**src/rtl/req_gnt_pkg.sv**
```systemverilog
// Shared defaults and per-requester state record
// for the deadline-driven grant scheduler.
package req_gnt_pkg;

    localparam int N_REQ_DEF    = 4;
    localparam int MIN_WAIT_DEF = 3;
    localparam int WINDOW_DEF   = 8;
    localparam int AGE_W        = $clog2(MIN_WAIT_DEF + WINDOW_DEF + 1);

    typedef struct packed {
        logic             pending;
        logic [AGE_W-1:0] age;
    } req_state_t;

endpackage

```
**src/rtl/req_gnt_sched_pick.sv**
```systemverilog
// Oldest-first selector: largest age among eligible
// requesters wins, ties go to the lowest index.
module req_gnt_pick #(
    parameter int N_REQ = 4,
    parameter int AW    = 4,
    parameter int IW    = 2
) (
    input  logic [N_REQ-1:0]    elig,
    input  logic [N_REQ*AW-1:0] ages,
    output logic                valid,
    output logic [IW-1:0]       id
);

    logic [AW-1:0] best;
    logic [AW-1:0] cur;

    always_comb begin
        valid = 1'b0;
        id    = '0;
        best  = '0;
        cur   = '0;
        for (int i = 0; i < N_REQ; i++) begin
            cur = ages[i*AW +: AW];
            // strict compare keeps the lower index on a tie
            if (elig[i] && (!valid || cur > best)) begin
                valid = 1'b1;
                id    = IW'(i);
                best  = cur;
            end
        end
    end

endmodule

```
**src/rtl/req_gnt_sched.sv**
```systemverilog
// Grant scheduler: every accepted request gets one gnt
// pulse inside its window, oldest eligible first.
module req_gnt_sched
    import req_gnt_pkg::*;
#(
    parameter int N_REQ    = N_REQ_DEF,
    parameter int MIN_WAIT = MIN_WAIT_DEF,
    parameter int WINDOW   = WINDOW_DEF,
    parameter int AW       = $clog2(MIN_WAIT + WINDOW + 1),
    localparam int IW      = (N_REQ > 1) ? $clog2(N_REQ) : 1
) (
    input  logic             clk,
    input  logic             rst,
    input  logic [N_REQ-1:0] req,
    input  logic             hold,
    output logic [N_REQ-1:0] gnt,
    output logic [IW-1:0]    gnt_id,
    output logic             busy,
    output logic             dup_err,
    output logic             miss,
    output logic [IW-1:0]    miss_id
);

    localparam logic [AGE_W-1:0] AGE_LO = AGE_W'(MIN_WAIT - 1);
    localparam logic [AGE_W-1:0] AGE_HI = AGE_W'(MIN_WAIT + WINDOW - 2);

    req_state_t st_q [N_REQ];
    req_state_t st_d [N_REQ];

    logic [N_REQ-1:0]    elig;
    logic [N_REQ-1:0]    pend;
    logic [N_REQ-1:0]    expire;
    logic [N_REQ-1:0]    gnt_d;
    logic [N_REQ*AW-1:0] ages;
    logic                pick_valid;
    logic [IW-1:0]       pick_id;
    logic [IW-1:0]       miss_id_d;
    logic                do_gnt;

    always_comb begin
        elig = '0;
        pend = '0;
        ages = '0;
        for (int i = 0; i < N_REQ; i++) begin
            pend[i] = st_q[i].pending;
            elig[i] = st_q[i].pending
                   && st_q[i].age >= AGE_LO
                   && st_q[i].age <= AGE_HI;
            ages[i*AW +: AW] = AW'(st_q[i].age);
        end
    end

    req_gnt_pick #(
        .N_REQ (N_REQ),
        .AW    (AW),
        .IW    (IW)
    ) u_pick (
        .elig  (elig),
        .ages  (ages),
        .valid (pick_valid),
        .id    (pick_id)
    );

    always_comb begin
        do_gnt = pick_valid && !hold;
        gnt_d  = '0;
        if (do_gnt) gnt_d[pick_id] = 1'b1;

        expire    = '0;
        miss_id_d = '0;
        // walk downwards so the lowest expiring index is reported
        for (int i = N_REQ - 1; i >= 0; i--) begin
            expire[i] = st_q[i].pending
                     && st_q[i].age == AGE_HI
                     && !gnt_d[i];
            if (expire[i]) miss_id_d = IW'(i);
        end

        for (int i = 0; i < N_REQ; i++) begin
            st_d[i] = st_q[i];
            if (st_q[i].pending) begin
                if (gnt_d[i] || expire[i]) begin
                    st_d[i] = '0;
                end else if (st_q[i].age != AGE_HI) begin
                    st_d[i].age = st_q[i].age + 1'b1;
                end
            end else if (req[i]) begin
                st_d[i].pending = 1'b1;
                st_d[i].age     = '0;
            end
        end
    end

    always_ff @(posedge clk) begin
        if (!rst) begin
            for (int i = 0; i < N_REQ; i++) st_q[i] <= '0;
            gnt     <= '0;
            gnt_id  <= '0;
            busy    <= 1'b0;
            dup_err <= 1'b0;
            miss    <= 1'b0;
            miss_id <= '0;
        end else begin
            for (int i = 0; i < N_REQ; i++) st_q[i] <= st_d[i];
            gnt     <= gnt_d;
            gnt_id  <= do_gnt ? pick_id : '0;
            busy    <= |pend;
            dup_err <= |(req & pend);
            miss    <= |expire;
            miss_id <= miss_id_d;
        end
    end

endmodule

```
**config.mk**
```make
export PLATFORM = sky130hd
export DESIGN_NAME = req_gnt_sched
export DESIGN_NICKNAME = d
export VERILOG_FILES = /design/src/rtl/req_gnt_pkg.sv /design/src/rtl/req_gnt_sched_pick.sv /design/src/rtl/req_gnt_sched.sv
export SDC_FILE = /design/constraint.sdc
export NUM_CORES = 1
export LEC_CHECK = 0
export ABC_AREA = 0
export CORE_UTILIZATION = 24
export DETAILED_ROUTE_END_ITERATION = 7
export GPL_TIMING_DRIVEN = 0
export PLACE_DENSITY = 0.44
export SYNTH_ARGS = -nofsm -noshare
export SYNTH_HDL_FRONTEND = slang
export SYNTH_SLANG_ARGS = --single-unit
export TNS_END_PERCENT = 5
```
**constraint.sdc**
```tcl
create_clock -name clk -period 5.35 [get_ports clk]
set_input_delay 1.07 -clock clk [delete_from_list [all_inputs] [get_ports clk]]
set_output_delay 1.07 -clock clk [all_outputs]
set_load 0.005 [all_outputs]
```
==> flow_summary_export.csv <==
group,metric,value,unit
timing,final_number_of_hold_violating_endpoints,0,
timing,grt_setup_unrepaired,"true",
global_route,global_route_wire_length_before_repair,9.23,mm
cells_and_area,fill_cells,877,
timing,setup-tns-final,-2440,ps
drt,drc,0,
synth,syn-mean-instance-area,8.58,sq um
timing,final_min_period_over_clock_period,1.06,
timing,setup_failing_eps_final,19,
die,core,0.00838,sq mm
timing,finalWorstSetupSlack,-301,ps
setup_path,worst-r2r-cell-count,27,
timing,maxSlewViolCount,0,
placed_design,finalWeightedCongestion,0.760,
synth,synth.cell_area,0.00213,sq mm
synth,synth.ff_latch_count,31,
setup_path,critical_path_depth,27,
cts,cts_tree,"done",
drt,wire_per_inst,14.5,um
timing,post-route-min-period,5650,ps
timing,relSlewSlack,0.495,
pwr,total_leakage_power,1.09,nW
setup_path,setup.worst_path.start,"st_q[0][0]",
drt,route.final.wire_length,5.72,mm
placed_design,placement.cell_area,0.00248,sq mm
cells_and_area,syn2layout_area_growth,39.4,%
die,placementRows,33,
setup_path,stage_delay_of_the_slowest_cell_on_the_critical_path,430,ps
setup_path,path_class,"flop to flop",
setup_path,setup.worst_path.start_class,"flop",
die,design.die.area,0.00924,sq mm
synth,synth_cell_type_count,50,
cts,numClockSinks,31,
cells_and_area,n_antenna_cell,0,
drt,final_antenna_net_count,0,
synth,fraction_of_registers_with_async_set_or_reset_after_synthesis,0,
cells_and_area,post-route-cell-area,0.00296,sq mm
placed_design,dpl.hpwl,3.98,mm
synth,yosys_warnings,0,
drt,via_count,1925,
global_route,grt_overflow_total,0,
synth,post-synth-top-area-fraction,0.292,
pwr,worst_ir_drop_vdd,0.108,mV
synth,yosysTopAreaCell,"sky130_fd_sc_hd__dfxtp_1",
global_route,grt_max_degree,11,
status,violations,"setup timing",
setup_path,crit-reg2reg-capture,"st_q[1][4]",
setup_path,critical_path.slowest_cell,"sky130_fd_sc_hd__o41ai_4",
drt,drtIter0Drc,58,
setup_path,timing.critical_path.max_delay_family,"compound AO/OA/AOI/OAI gates",
die,die_w,96.1,um
cts,clockBufferDepth,2,
synth,synth.top_cells.by_area,"sky130_fd_sc_hd__dfxtp_1 (29%), sky130_fd_sc_hd__ha_1 (16%), sky130_fd_sc_hd__nand2_1 (5.3%), sky130_fd_sc_hd__a21oi_1 (4.2%), sky130_fd_sc_hd__mux2_2 (4.2%)",
timing,worst-slew-pin-transition,758,ps
synth,synth-main-ff-cell,"sky130_fd_sc_hd__dfxtp_1",
setup_path,path_common_cell,"sky130_fd_sc_hd__ha_4",
min_path,hp-class,"flop to flop",
status,status,"finished, violations left",
placed_design,place.detailed.instances,370,
cells_and_area,layout.cells.non_filler,393,
die,die_y,96.1,um
cells_and_area,most_frequent_standard_cell_in_the_layout_excluding_fill_and_tap_cells,"sky130_fd_sc_hd__dfxtp_1",
die,ioPinCount,18,
synth,synth_cells,248,
setup_path,cp_num_buf_inv,4,
synth,synth_seq_area_share,0.292,
setup_path,worst-r2r-setup-slack,-300,ps
cells_and_area,final_net_count,322,
setup_path,crit_fanout,5,
synth,number_of_enable_flip_flop_cells_after_synthesis,0,
cts,clk_lat_worst_skew,280,ps
cts,cts-buffers-inserted,5,
setup_path,end_kind,"flop",
drt,dr.pass1.iters,4,
setup_path,critical_path.reg2reg.startpoint,"st_q[0][0]",
cts,clk_transition_reported_paths,70,ps
setup_path,critPathRequiredTime,5530,ps
cells_and_area,layout.cells.most_common_list,"sky130_fd_sc_hd__dfxtp_1 (29), sky130_fd_sc_hd__nand2_1 (26), sky130_fd_sc_hd__inv_1 (20)",
global_route,number_of_antenna_violations_at_the_first_check_in_global_routing,0,
timing,achievable-frequency,0.177,GHz
drt,vias_per_cell,4.90,
pwr,power_per_cell_area,196,mW/mm^2
cts,clock_tree.root_cell,"sky130_fd_sc_hd__clkbuf_8",
die,floorplan.initialDensity,0.254,
setup_path,timing.critical_path.to,"st_q[1][4]",
cts,cts_htree_levels,2,
timing,clock-skew-final,7.48,ps
setup_path,crit_arrival,5830,ps
job,cap_violations,0,
placed_design,numPortBuffers,17,
global_route,grt_pass1_vias,1811,
cells_and_area,drive_above_1_share,0.257,
min_path,worstHoldPathCells,2,
synth,mappedNetlistNets,283,
global_route,gr-usage-all-layers,0.132,
cells_and_area,post-route-util,0.354,
## where the power goes
part	internal (W)	switching [W]
Sequential	0.000238	0.0000102
Clock	0.000151	0.0000945
Combinational	0.0000391	0.0000478
## through the flow
| stage | worst slack (ps) | hold WS (ps) | total power [W] |
|---|---|---|---|
| 6_report | -301 | 511 | 0.000580 |
| 3_3_place_gp | -614 | 495 | 0.000327 |
| 2_1_floorplan | 5.61 | 467 | 0.000300 |
| 5_1_grt | -527 | 536 | 0.000612 |
| 4_1_cts | -409 | 508 | 0.000580 |
| 3_5_place_dp | -671 | 489 | 0.000326 |
## logic make-up (layout without fill, tap and decap cells)
kind of cell | count (synthesis) | after routing | share of synthesized area
AO/OA/AOI/OAI | 60 | 60 | 0.218
flip-flops | 31 | 31 | 0.292
adder cells (fa/ha/maj) | 28 | 28 | 0.165
buffers and inverters | 27 | 67 | 0.0482
multiplexers | 8 | 8 | 0.0424
AND/OR/NAND/NOR | 94 | 94 | 0.235
## worst register-to-register path, stage by stage, from the launching register on
cell                        delay, ps
sky130_fd_sc_hd__dfxtp_4          380
sky130_fd_sc_hd__inv_4             50
sky130_fd_sc_hd__ha_4             150
sky130_fd_sc_hd__o41ai_4          430
sky130_fd_sc_hd__a21oi_4          100
sky130_fd_sc_hd__nand2_2          140
sky130_fd_sc_hd__ha_4             220
sky130_fd_sc_hd__nor2b_4          130
sky130_fd_sc_hd__o21ai_2          180
sky130_fd_sc_hd__a32oi_2          120
sky130_fd_sc_hd__o21ai_4          280
sky130_fd_sc_hd__mux2_4           350
sky130_fd_sc_hd__ha_4             260
sky130_fd_sc_hd__a21oi_2          130
sky130_fd_sc_hd__nand3_1          100
sky130_fd_sc_hd__a22o_1           250
sky130_fd_sc_hd__nand2_4          120
sky130_fd_sc_hd__mux2_4           330
sky130_fd_sc_hd__ha_4             250
sky130_fd_sc_hd__and4b_1          230
sky130_fd_sc_hd__a211oi_4         220
sky130_fd_sc_hd__o31ai_4           90
sky130_fd_sc_hd__buf_12           140
sky130_fd_sc_hd__a2111oi_4        390
sky130_fd_sc_hd__buf_4            200
sky130_fd_sc_hd__buf_6             90
sky130_fd_sc_hd__o22ai_1           50
sky130_fd_sc_hd__and2_1           160
## metal layers
metal | track usage | routed length (um) | vias up
met3 | 0.0261 | 161 | 9
met2 | 0.197 | 2460 | 26
met4 | 0.0485 | 98 | 0
li1 | - | - | 982
met1 | 0.186 | 2990 | 908
met5 | 0 | 0 | -
## worst min-delay path by stage
stage	from	endpoint	slack (ps)
finish	st_q[0][0]	st_q[0][0]	510
global route	st_q[0][0]	st_q[0][0]	540
CTS	st_q[0][0]	st_q[0][0]	510
detailed placement	st_q[0][0]	st_q[0][0]	490
global placement	st_q[0][0]	st_q[0][0]	490
floorplan	st_q[0][0]	st_q[0][0]	470
## Yosys cell counts, drive strengths merged (4+ instances only)
cell type	n
or3	8
nor2	16
ha	28
a21oi	18
nand3	9
o21bai	4
clkbuf	5
and2	4
nand3b	4
a21o	4
inv	21
or4b	4
a31oi	6
nor3	4
o41ai	4
mux2	8
nand2	30
dfxtp	31
## sequential cells by signal (all words and copies together), names as in the netlist
signal   cells
gnt          4
dup_err      1
st_q        20
miss         1
busy         1
gnt_id       2
miss_id      2
## layout make-up
class / instances / area [sq um] / share of cell area
Buffer: 5 / 20.0 / 0.00675
Inverter: 21 / 81.3 / 0.0274
Tap cell: 105 / 131 / 0.0443
Clock inverter: 2 / 35.0 / 0.0118
Timing Repair Buffer: 33 / 310 / 0.105
Multi-Input combinational cell: 190 / 1680 / 0.565
Sequential cell: 31 / 628 / 0.212
Clock buffer: 6 / 82.6 / 0.0279
## what timing repair did
action                     CTS  global route
setup endpoints to repair   28            28
pin swaps                    9            39
buffers inserted             7            11
hold buffers                 0             0
resized for setup            9            33
Power figures use the tool's default switching activity.
